<file path="config.mk">
export PLATFORM = sky130hd
export DESIGN_NAME = digest_serializer_flat
export DESIGN_NICKNAME = d
export VERILOG_FILES = /design/src/rtl/digest_serializer_pkg.sv /design/src/rtl/digest_serializer_if.sv /design/src/rtl/digest_serializer.sv /design/src/flat_wrapper.sv
export SDC_FILE = /design/constraint.sdc
export NUM_CORES = 1
export LEC_CHECK = 0
export BUFFER_PORTS_ARGS = -buffer_cell sky130_fd_sc_hd__buf_2
export CAP_MARGIN = 20
export CORE_AREA = 2 2 645 647
export DETAILED_ROUTE_END_ITERATION = 12
export DIE_AREA = 0 0 647 649
export GPL_ROUTABILITY_DRIVEN = 0
export SLEW_MARGIN = 20
export SYNTH_ARGS = -nofsm -noshare
export SYNTH_HDL_FRONTEND = slang
export SYNTH_SLANG_ARGS = --single-unit
</file>
<file path="constraint.sdc">
create_clock -name clk -period 35.3 [get_ports clk]
set_input_delay 3.53 -clock clk [delete_from_list [all_inputs] [get_ports clk]]
set_output_delay 3.53 -clock clk [all_outputs]
set_load 0.01 [all_outputs]
</file>
<file path="src/rtl/digest_serializer_pkg.sv">
`default_nettype none
// ============================================================================
// Module   : digest_serializer_pkg
// Purpose  : Shared sponge-construction constants for the digest serializer
//            and its bus interface.
// Contents : STATE_W          - width of the permutation state
//            RATE_W           - sponge rate in bits
//            DIGEST_W_DEFAULT - default digest width (64-bit words x 8)
// Revision : 1.0 - initial release
// ============================================================================
package digest_serializer_pkg;

  localparam int STATE_W          = 1600;
  localparam int RATE_W           = 576;
  localparam int DIGEST_W_DEFAULT = 512;

endpackage : digest_serializer_pkg
`default_nettype wire

</file>
<file path="src/rtl/digest_serializer_if.sv">
`default_nettype none
// ============================================================================
// Module   : digest_serializer_if
// Purpose  : Bundles the permutation-side inputs and the word-stream output
//            of the digest serializer.
// Signals  : state_in      - permutation state (digest in the top bits)
//            state_ready   - permutation output valid (level)
//            last_absorbed - pulse: final padded block accepted
//            dout          - current digest word, MS word first
//            dout_valid    - dout holds a valid word
//            dout_ready    - sink accepts dout this cycle
//            dout_last     - final word of the digest
//            busy          - serializer armed or streaming
//            overrun       - sticky: capture attempted while streaming
// Modports : master - the serializer; slave - the surrounding environment
// Revision : 1.0 - initial release
// ============================================================================
interface digest_serializer_if #(
  parameter int WORD_W = 64
);
  import digest_serializer_pkg::*;

  logic [STATE_W-1:0] state_in;
  logic               state_ready;
  logic               last_absorbed;
  logic [WORD_W-1:0]  dout;
  logic               dout_valid;
  logic               dout_ready;
  logic               dout_last;
  logic               busy;
  logic               overrun;

  modport master (
    input  state_in, state_ready, last_absorbed, dout_ready,
    output dout, dout_valid, dout_last, busy, overrun
  );

  modport slave (
    output state_in, state_ready, last_absorbed, dout_ready,
    input  dout, dout_valid, dout_last, busy, overrun
  );

endinterface : digest_serializer_if
`default_nettype wire

</file>
<file path="src/rtl/digest_serializer.sv">
`default_nettype none
// ============================================================================
// Module   : digest_serializer
// Purpose  : Captures the digest from the permutation state once the final
//            block has been absorbed and streams it out as NUM_WORDS words of
//            WORD_W bits, most significant word first, with valid/ready flow
//            control.
// Ports    : clk   - single clock, rising edge
//            reset - asynchronous, active-high
//            bus   - digest_serializer_if.master (see interface for signals)
// Revision : 1.0 - initial release
// ============================================================================
module digest_serializer
  import digest_serializer_pkg::*;
#(
  parameter int WORD_W    = 64,
  parameter int NUM_WORDS = 8
) (
  input  logic                clk,
  input  logic                reset,
  digest_serializer_if.master bus
);

  localparam int DIGEST_W = WORD_W * NUM_WORDS;
  localparam int CNT_W    = (NUM_WORDS > 1) ? $clog2(NUM_WORDS) : 1;
  localparam logic [CNT_W-1:0] C_LAST_IDX = CNT_W'(NUM_WORDS - 1);

  typedef enum logic [0:0] {
    S_IDLE = 1'b0,
    S_SEND = 1'b1
  } state_t;

  state_t              r_state;
  state_t              w_state_next;
  logic                r_armed;
  logic                r_ready_d;
  logic                r_overrun;
  logic [CNT_W-1:0]    r_cnt;
  logic [DIGEST_W-1:0] r_shift;

  logic w_capture;
  logic w_load;
  logic w_xfer;
  logic w_is_last;
  logic w_sending;

  // A capture needs a fresh rising edge of state_ready while armed; a level
  // held high never re-triggers.
  assign w_capture = bus.state_ready & ~r_ready_d & r_armed;
  // Only an idle serializer acts on a capture; in SEND it only flags overrun.
  assign w_load    = w_capture & (r_state == S_IDLE);
  assign w_sending = (r_state == S_SEND);
  assign w_xfer    = w_sending & bus.dout_ready;
  assign w_is_last = (r_cnt == C_LAST_IDX);

  // --------------------------------------------------------------------------
  // FSM
  // --------------------------------------------------------------------------
  always_ff @(posedge clk or posedge reset) begin
    if (reset) begin
      r_state <= S_IDLE;
    end else begin
      r_state <= w_state_next;
    end
  end

  always_comb begin
    w_state_next = r_state;
    case (r_state)
      S_IDLE:  if (w_load) w_state_next = S_SEND;
      S_SEND:  if (w_xfer && w_is_last) w_state_next = S_IDLE;
      default: w_state_next = S_IDLE;
    endcase
  end

  // --------------------------------------------------------------------------
  // Datapath: arm flag, edge detector, shift register, word counter
  // --------------------------------------------------------------------------
  always_ff @(posedge clk or posedge reset) begin
    if (reset) begin
      r_armed   <= 1'b0;
      r_ready_d <= 1'b0;
      r_overrun <= 1'b0;
      r_cnt     <= '0;
      r_shift   <= '0;
    end else begin
      r_ready_d <= bus.state_ready;

      // A last_absorbed pulse re-arms even on the edge that consumes the
      // previous arm, so it takes priority over the clear.
      if (bus.last_absorbed) begin
        r_armed <= 1'b1;
      end else if (w_load) begin
        r_armed <= 1'b0;
      end

      if (w_capture && w_sending) begin
        r_overrun <= 1'b1;
      end

      if (w_load) begin
        r_shift <= bus.state_in[STATE_W-1 -: DIGEST_W];
        r_cnt   <= '0;
      end else if (w_xfer) begin
        r_shift <= r_shift << WORD_W;
        r_cnt   <= w_is_last ? '0 : r_cnt + CNT_W'(1);
      end
    end
  end

  // The state bits below the digest are never consumed.
  generate
    if (DIGEST_W < STATE_W) begin : g_unused_low
      logic w_unused_low;
      assign w_unused_low = ^bus.state_in[STATE_W-DIGEST_W-1:0];
    end
  endgenerate

  // --------------------------------------------------------------------------
  // Outputs: all derived from registered state, so reset clears them at once
  // --------------------------------------------------------------------------
  assign bus.dout_valid = w_sending;
  assign bus.dout       = w_sending ? r_shift[DIGEST_W-1 -: WORD_W] : '0;
  assign bus.dout_last  = w_sending & w_is_last;
  assign bus.busy       = r_armed | w_sending;
  assign bus.overrun    = r_overrun;

endmodule : digest_serializer
`default_nettype wire

</file>
<file path="src/flat_wrapper.sv">
// flat-port wrapper written by rule: the top's interface ports become plain ports
module digest_serializer_flat import digest_serializer_pkg::*;
#(
  parameter int WORD_W    = 64,
  parameter int NUM_WORDS = 8
)
  (clk, reset, bus_state_in, bus_state_ready, bus_last_absorbed, bus_dout_ready, bus_dout, bus_dout_valid, bus_dout_last, bus_busy, bus_overrun);
  digest_serializer_if #(.WORD_W(WORD_W)) bus_i ();
  input  logic clk;
  input  logic reset;
  input wire logic [$bits(bus_i.state_in)-1:0] bus_state_in;
  input wire logic [$bits(bus_i.state_ready)-1:0] bus_state_ready;
  input wire logic [$bits(bus_i.last_absorbed)-1:0] bus_last_absorbed;
  input wire logic [$bits(bus_i.dout_ready)-1:0] bus_dout_ready;
  output wire logic [$bits(bus_i.dout)-1:0] bus_dout;
  output wire logic [$bits(bus_i.dout_valid)-1:0] bus_dout_valid;
  output wire logic [$bits(bus_i.dout_last)-1:0] bus_dout_last;
  output wire logic [$bits(bus_i.busy)-1:0] bus_busy;
  output wire logic [$bits(bus_i.overrun)-1:0] bus_overrun;
  assign bus_i.state_in = bus_state_in;
  assign bus_i.state_ready = bus_state_ready;
  assign bus_i.last_absorbed = bus_last_absorbed;
  assign bus_i.dout_ready = bus_dout_ready;
  assign bus_dout = bus_i.dout;
  assign bus_dout_valid = bus_i.dout_valid;
  assign bus_dout_last = bus_i.dout_last;
  assign bus_busy = bus_i.busy;
  assign bus_overrun = bus_i.overrun;
  digest_serializer #(.WORD_W(WORD_W), .NUM_WORDS(NUM_WORDS)) u_core (.clk(clk), .reset(reset), .bus(bus_i));
endmodule
</file>
# == Yosys cells after proc, flatten, opt, wreduce, memory -nomap -nowiden ==
# Cells that the tools add are included.
# classes
addsub,1
multipliers,0
div_mod_pow,0
magnitude_cmp,0
n_eq_ne,1
n_shift,0
n_mux,11
bitwise,8
reduce_logical,4
# op_table
operator,count
2-to-1 mux 512 bit,2
2-to-1 mux 64 bit,1
2-to-1 mux 3 bit,3
AND 1 bit,5
2-to-1 mux 1 bit,4
nonzero test 2 bit,2
adder 3 x 1 -> 3 bit (second input constant),1
== test 3 bit (second input constant),1
logical AND 1 bit,2
inverter 1 bit,2
case mux 1 bit (2 select lines),1
OR 1 bit,1
# totals
reg_bits,519
latch_bits,0
ram_bits,0
romBits,0
input_bits,1605
out_inout_bits,68
wordCells,31
n_memories,0

# == Depth between registers and ports, before layout ==
# Gate-level depths: netlist (run 1).
# logic_depth
ltp_word,6
depth_mapped,8
ltp_nobuf,5

# == Worst setup path after synthesis (run 1) ==
# No wires, ideal clock.
# synth_timing
path_kind,flip-flop to output port
startpoint,"register u_core.r_state, in the netlist u_core.bus.dout_valid"
endpoint,output port bus_dout[54]
arrival_ns,1.142
setup_slack_ns,30.628
stages_incl_launch_ff,5
cell_sequence,dfrtp_1 > buf_4 > clkbuf_1 > clkbuf_1 > and2_1
# synth_via
elab_chain_len,1
# synth_lines
element,line,source
from (decl),digest_serializer.sv:33,state_t r_state;
from (signal assigned),digest_serializer.sv:63,r_state <= w_state_next;
2-to-1 mux 64 bit,digest_serializer.sv:123,assign bus.dout = w_sending ? r_shift[DIGEST_W-1 -: WORD_W] : '0;
to (decl),flat_wrapper.sv:15,output wire logic [$bits(bus_i.dout)-1:0] bus_dout;
# No other way between the ends.

# == Final worst setup path (run 1) ==
# layout_timing
startpoint,input port bus_state_ready
endpoint,register u_core.r_shift[316]
# layout_via
elab_chain_len,4
# layout_lines
element,line,source
from (decl),flat_wrapper.sv:12,input wire logic [$bits(bus_i.state_ready)-1:0] bus_state_ready;
AND 1 bit (*) (2 in a row),digest_serializer.sv:49,assign w_capture = bus.state_ready & ~r_ready_d & r_armed;
AND 1 bit (*),digest_serializer.sv:51,assign w_load = w_capture & (r_state == S_IDLE);
2-to-1 mux 512 bit or nonzero test 2 bit (tied branches),n/a,
to (signal assigned),digest_serializer.sv:102,r_shift <= bus.state_in[STATE_W-1 -: DIGEST_W];
to (signal assigned),digest_serializer.sv:105,r_shift <= r_shift << WORD_W;
to (decl),digest_serializer.sv:39,logic [DIGEST_W-1:0] r_shift;
# Mark *: on every way between the ends. The rest lies on a longest branch, timed or not.
# A chain may end at the register's enable or synchronous reset.

==> summary.txt, run 1 <==
Outcome: finished, final reports clean
Inserted Clock Buffers: 58
YS warnings: 0
Vias per cell: 2.27
Max-cap viol count: 0
Synth async-reset ratio: 100%
Drt pass-1 iters: 5
TNS Setup: 0 ps
Largest net degree at the start of global routing: 182
Crit-path max FO: 89
Total gr overflow: 0
Final setup vio count: 0
Leakage Power: 16.5 nW
H-tree Lvls: 2
CP Capture Type: flop
Mapped Cells: 2010
Final period utilization: 18.9%
Sw power: 0.838 mW
Sequential-to-total area share from yosys stat: 56.8%
Hold-fix buffers, CTS: 0
Switch share: 36.0%
Syn avg cell area: 11.4 um^2
Number of global-route vias before repair: 17700
Synth area leaders: dfrtp_1 (57%), a22o_1 (15%), a21o_1 (13%)
Fin. Hold Viols: 0
Top-count cell post-synth: dfrtp_1
CP Launch Type: input port
Worst-skew pair later-pin latency: 740 ps
RSZ-0062 raised after global routing: false
Share of layout cells above drive strength 1: 28.0%
Antenna violations before repair: 97
Area grow syn2layout: 49.2%
Die area: 0.420 mm^2
CTS Root Cell: clkbuf_16
Arrival time worst endpoint: 7340 ps
Sink Count: 519
Gr busiest metal: met2
CTS tree: built
Remaining antenna violation count: 0
Core Rows: 236
CTS resizes: 0
GR Util met2: 9.32%
Total power: 2.33 mW
Chip height: 649 um
Leading area contributor after synthesis: dfrtp_1
Met3 usage: 1.73%
Post-Syn Nets: 3618
Internal: 1.49 mW
Slew margin rel.: 28.9%
Synth cell count leaders: dfrtp_1 (519), a21o_1 (386), a22o_1 (384)
Max Buffers Root-to-Sink: 3
Maximum operating frequency: 150 MHz
DRT Wirelength: 117000 um
Max VDD drop: 0.0000409 V
Worst Max-Slew Pin Slew: 1070 ps
Postcts setup bufs: 0
Synthesized flop and latch total: 519
Final Skew: 71.9 ps
Die Span X: 647 um
Min-delay worst type: flop to flop
Setup CP Type: input port to flop
Worst-path clk slew: 60 ps
DR DRC count: 0
Combinational share of power: 30.3%
Vias: 18500
Std-Cell Core Area: 0.413 mm^2
WL/cell: 14.3 um
Initial drt markers: 1622
Nets@finish: 4101
First-pass GRT wire length: 153000 um
Synth cell types: 22
Gr usage total: 5.36%
GR Util met1: 5.52%
Post-layout util: 8.27%
Most common flop cell mapped by yosys: dfrtp_1
Clock period minus worst slack: 6690 ps
Post-synth top area share: 56.8%
Clk pwr share: 27.8%
Initial Util: 5.54%
Pwr dens: 68.1 mW/mm^2
Netlist Area Pre-Place: 0.0229 mm^2
Final Max Slew Viols: 0
Worst EP required: 35950 ps
Final instance area: 0.0341 mm^2
EDFF count, synth: 0
Detailed Place HPWL: 92200 um
DP Area: 0.0318 mm^2
Flop pwr share: 41.9%
Input/output buffers: 584
Num ports: 1673
logic make-up after synthesis:
group	synth area share, %
AO/OA/AOI/OAI	29.2
adder cells (fa/ha/maj)	0.164
buffers and inverters	5.01
flip-flops	56.8
AND/OR/NAND/NOR	8.85
power groups by stage:
stage	Sequential (mW)	Clock, mW	Combinational (mW)
2_1_floorplan	0.907	0	0.510
3_3_place_gp	0.982	0	0.709
3_5_place_dp	0.990	0	0.721
4_1_cts	0.978	0.669	0.723
5_1_grt	1.00	0.689	0.778
6_report	0.975	0.647	0.703
worst max-delay path, stage by stage:
cell	delay, ps
buf_2	150
and4bb_4	600
buf_4	600
buf_4	860
buf_4	890
a22o_1	380
a21o_1	110
per-layer routing:
layer / part of all wire (%) / routed length (um)
met3: 7.3 / 8580
met5: 0.12 / 137
met4: 5.3 / 6190
met2: 52 / 61400
met1: 35 / 40800
sequential cells by signal, indices dropped and copies added (netlist names):
name and cells:
u_core.bus.overrun 1, u_core.r_ready_d 1, u_core.r_armed 1, u_core.r_cnt 3, u_core.r_shift 512, u_core.bus.dout_valid 1
final timing paths:
check                                       from                   to  slack [ps]  cells past startpoint
max reg2reg                u_core.bus.dout_valid  u_core.r_shift[316]       30270                      7
max                              bus_state_ready  u_core.r_shift[316]       28610                      7
min reg2reg                  u_core.r_shift[463]  u_core.r_shift[463]         460                      1
min in group asynchronous                  reset  u_core.r_shift[420]        2930                      2
max in group asynchronous                  reset  u_core.r_shift[214]       30170                      4
min                          u_core.r_shift[463]  u_core.r_shift[463]         460                      1
metrics by stage:
| step | instances | hold WS, ps | worst slack [ps] |
|---|---|---|---|
| after floorplan | 2010 | 441 | 17270 |
| after global placement | 7907 | 449 | 27830 |
| after detailed placement | 7907 | 457 | 27820 |
| after CTS | 8014 | 470 | 28640 |
| after global routing | 8155 | 476 | 28460 |
| final | 8162 | 464 | 28610 |
placed cells by master (no fill, tap or decap), types with 3 or more instances in the layout:
| cell | netlist | routed |
|---|---|---|
| a21o_1 | 386 | 386 |
| a22o_1 | 384 | 384 |
| a31oi_1 | 64 | 64 |
| and2_1 | 66 | 65 |
| buf_2 | 67 | 584 |
| buf_4 | 9 | 23 |
| bufinv_16 | 0 | 3 |
| clkbuf_1 | 63 | 13 |
| clkbuf_16 | 0 | 58 |
| clkbuf_8 | 0 | 16 |
| clkinv_2 | 0 | 4 |
| clkinv_8 | 0 | 3 |
| dfrtp_1 | 519 | 518 |
| diode_2 | 0 | 148 |
| ha_1 | 3 | 3 |
| inv_6 | 0 | 3 |
| nand2_1 | 263 | 262 |
| nand3_1 | 66 | 66 |
| nor2_1 | 64 | 64 |
area by class of cell:
type	count	area, um^2
clock inverters	20	279
diodes	148	370
flip-flops and latches	519	13000
repair buffers	609	3140
well taps	5474	6850
fillers	48000	378000
clock buffers	87	1720
multi-input cells	1303	8760
inverters	2	15.0
Power figures use the tool's default switching activity.
==> run 2: changes to the inputs <==
--- a/config.mk
+++ b/config.mk
@@ -7,9 +7,9 @@
 export LEC_CHECK = 0
 export BUFFER_PORTS_ARGS = -buffer_cell sky130_fd_sc_hd__buf_2
 export CAP_MARGIN = 20
-export CORE_AREA = 2 2 645 647
+export CORE_AREA = 2 2 649 651
 export DETAILED_ROUTE_END_ITERATION = 12
-export DIE_AREA = 0 0 647 649
+export DIE_AREA = 0 0 651 653
 export GPL_ROUTABILITY_DRIVEN = 0
 export SLEW_MARGIN = 20
 export SYNTH_ARGS = -nofsm -noshare
==> constraint.sdc (replaced) <==
create_clock -name clk -period 6.8 [get_ports clk]
set_input_delay 0.68 -clock clk [delete_from_list [all_inputs] [get_ports clk]]
set_output_delay 0.68 -clock clk [all_outputs]
set_load 0.01 [all_outputs]
==> run 2 against run 1 <==
The flow now finishes with violations (antenna violations). Non-clock buffer count up 1. Critical path depth is 4 lower. Sequential power rose to 5.3 times the previous value. First-iteration DRC count shrank 1.2%. Core utilization is 0.10 points lower. Total power increased to 5.3 times the previous value. Count of clock-buffer cells in the layout fell by 7. Worst setup slack lost 25000 ps. Global-route usage hardly changed. Flip-flop and latch count unchanged. Largest power group unchanged. Die area up 1.2%. Critical path type is now flop to primary output.
==> summary.txt, run 2 (synthesis results as in run 1) <==
Crit-path max FO: 43 (-52%)
Std-Cell Core Area: 0.418 mm^2 (+1.4%)
Min-delay worst type: input port to asynchronous set/reset pin
Clock period minus worst slack: 3650 ps
Vias per cell: 2.27 (-0.11%)
WL/cell: 14.6 um (+1.6%)
R2R depth: 5 (-2)
Outcome: finished, violations left
Worst R2R End: u_core.r_shift[319]
Largest Register: u_core.r_shift
Largest net degree at the start of global routing: 187 (+2.7%)
Drt pass-1 iters: 5 (unchanged)
Worst Max-Slew Pin Slew: 1040 ps (-26.2 ps)
Final period utilization: 53.6%
Nets@finish: 4103 (+0.049%)
Max Buffers Root-to-Sink: 3 (unchanged)
First-pass GRT wire length: 155000 um (+1.2%)
Total power: 12.3 mW (+430%)
Fin Hold WS: 112 ps (-352 ps)
Reg-to-reg startpoint: u_core.bus.dout_valid
DRT Wirelength: 119000 um (+1.4%)
R2r setup slk: 3220 ps (-27050 ps)
Failing checks: antenna violations
Initial Util: 5.47% (-0.078 points)
Share of layout cells above drive strength 1: 28.3% (+0.31 points)
Slew margin rel.: 30.6% (+1.7 points)
CTS tree: built
Leakage Power: 16.6 nW (+0.50%)
Worst-skew pair later-pin latency: 720 ps (-20 ps)
DR DRC count: 0 (unchanged)
CP Capture Type: primary output
H-tree Lvls: 2 (unchanged)
Final setup vio count: 0 (unchanged)
Number of global-route vias before repair: 18000 (+1.4%)
Sink Count: 519 (unchanged)
Worst EP required: 6120 ps (-29830 ps)
Area grow syn2layout: 49.5%
Most common cell after layout, fill and taps aside: buf_2
Arrival time worst endpoint: 2970 ps (-4370 ps)
Die area: 0.425 mm^2 (+1.2%)
Max reg flops: 512 (unchanged)
Gr usage total: 5.36% (about the same)
Max-cap viol count: 0 (unchanged)
Setup CP Type: flop to primary output
Biggest regs: u_core.r_shift (512), u_core.r_cnt (3)
Inserted Clock Buffers: 59 (+1.7%)
Fin. Hold Viols: 0 (unchanged)
Hold-fix buffers, CTS: 0 (unchanged)
Postcts setup bufs: 0 (unchanged)
Initial drt markers: 1603 (-1.2%)
Final Skew: 38.8 ps (-33.1 ps)
Num ports: 1673 (unchanged)
Die Span X: 651 um (+0.62%)
Maximum operating frequency: 274 MHz
Remaining antenna violation count: 1 (+1)
Chip height: 653 um (+0.62%)
Core Rows: 238 (+0.85%)
Pwr dens: 359 mW/mm^2 (+430%)
Final Max Slew Viols: 0 (unchanged)
CP Launch Type: flop
Detailed Place HPWL: 92800 um (+0.65%)
Total gr overflow: 0 (unchanged)
RSZ-0062 raised after global routing: false
Vias: 18500 (-0.36%)
Worst-path clk slew: 70 ps (about the same)
Antenna violations before repair: 106 (+9.3%)
Commonest cells after routing, fill and taps aside: buf_2 (584), dfrtp_1 (518), a21o_1 (386)
Worst setup startpoint: u_core.bus.dout_valid
Max VDD drop: 0.000218 V (+430%)
CTS Root Cell: clkbuf_16
CTS resizes: 0 (unchanged)
Input/output buffers: 584 (unchanged)
==> run 2: changes by cell type in the layout (fill, tap and decap cells not counted), sizes merged <==
cell | before | now
buf | 609 | 610
clkbuf | 87 | 80
clkinv | 10 | 11
inv | 7 | 13
bufinv | 3 | 6
diode | 148 | 78
==> run 2: layout make-up <==
cell class	instances	area [um^2]
Timing Repair Buffer	610	3210
Fill cell	48600	384000
Inverter	2	11.3
Clock buffer	80	1690
Clock inverter	30	413
Multi-Input combinational cell	1303	8760
Antenna cell	78	195
Tap cell	5520	6910
Sequential cell	519	13000
==> run 2: worst max-delay path, cell delays in order (launching register included) <==
cell and delay [ps]:
dfrtp_4 790, buf_4 600, and2_1 440, buf_2 280
==> run 2: through the flow <==
step	setup TNS, ps	utilization, %	instances	worst slack, ps	instance area [um^2]
final	0	8.17	8142	3150	34200
after CTS	0	8.12	8064	2830	34000
after global routing	0	8.16	8132	2910	34200
after global placement	0	7.62	7954	3140	31900
after floorplan	-482790	-	2010	-930	22900
after detailed placement	0	7.62	7954	3130	31900
==> run 2: worst max-delay path by stage <==
stage	cells past startpoint	slack [ps]	to
4_1_cts	3	2830	bus_dout[5]
3_3_place_gp	5	3140	u_core.r_shift[319]
5_1_grt	3	2910	bus_dout[5]
3_5_place_dp	5	3130	u_core.r_shift[96]
2_1_floorplan	1	-930	u_core.bus.dout_valid
6_report	3	3150	bus_dout[5]
==> run 2: power breakdown <==
part,leakage [nW],switching [mW],internal (mW)
combinational,8.73,1.97,1.63
sequential,6.82,0.902,4.22
clock,1.04,1.56,1.99
total,16.6,4.43,7.84
==> run 2: metal layers <==
metal,vias to the layer above,wire length (um),part of all wire (%),track usage [%]
met5,-,148,0.12,0
met4,22,6200,5.2,3.56
met3,221,8130,6.8,1.56
met2,541,62200,52,9.37
met1,9291,42100,35,5.57
li1,8398,-,-,-
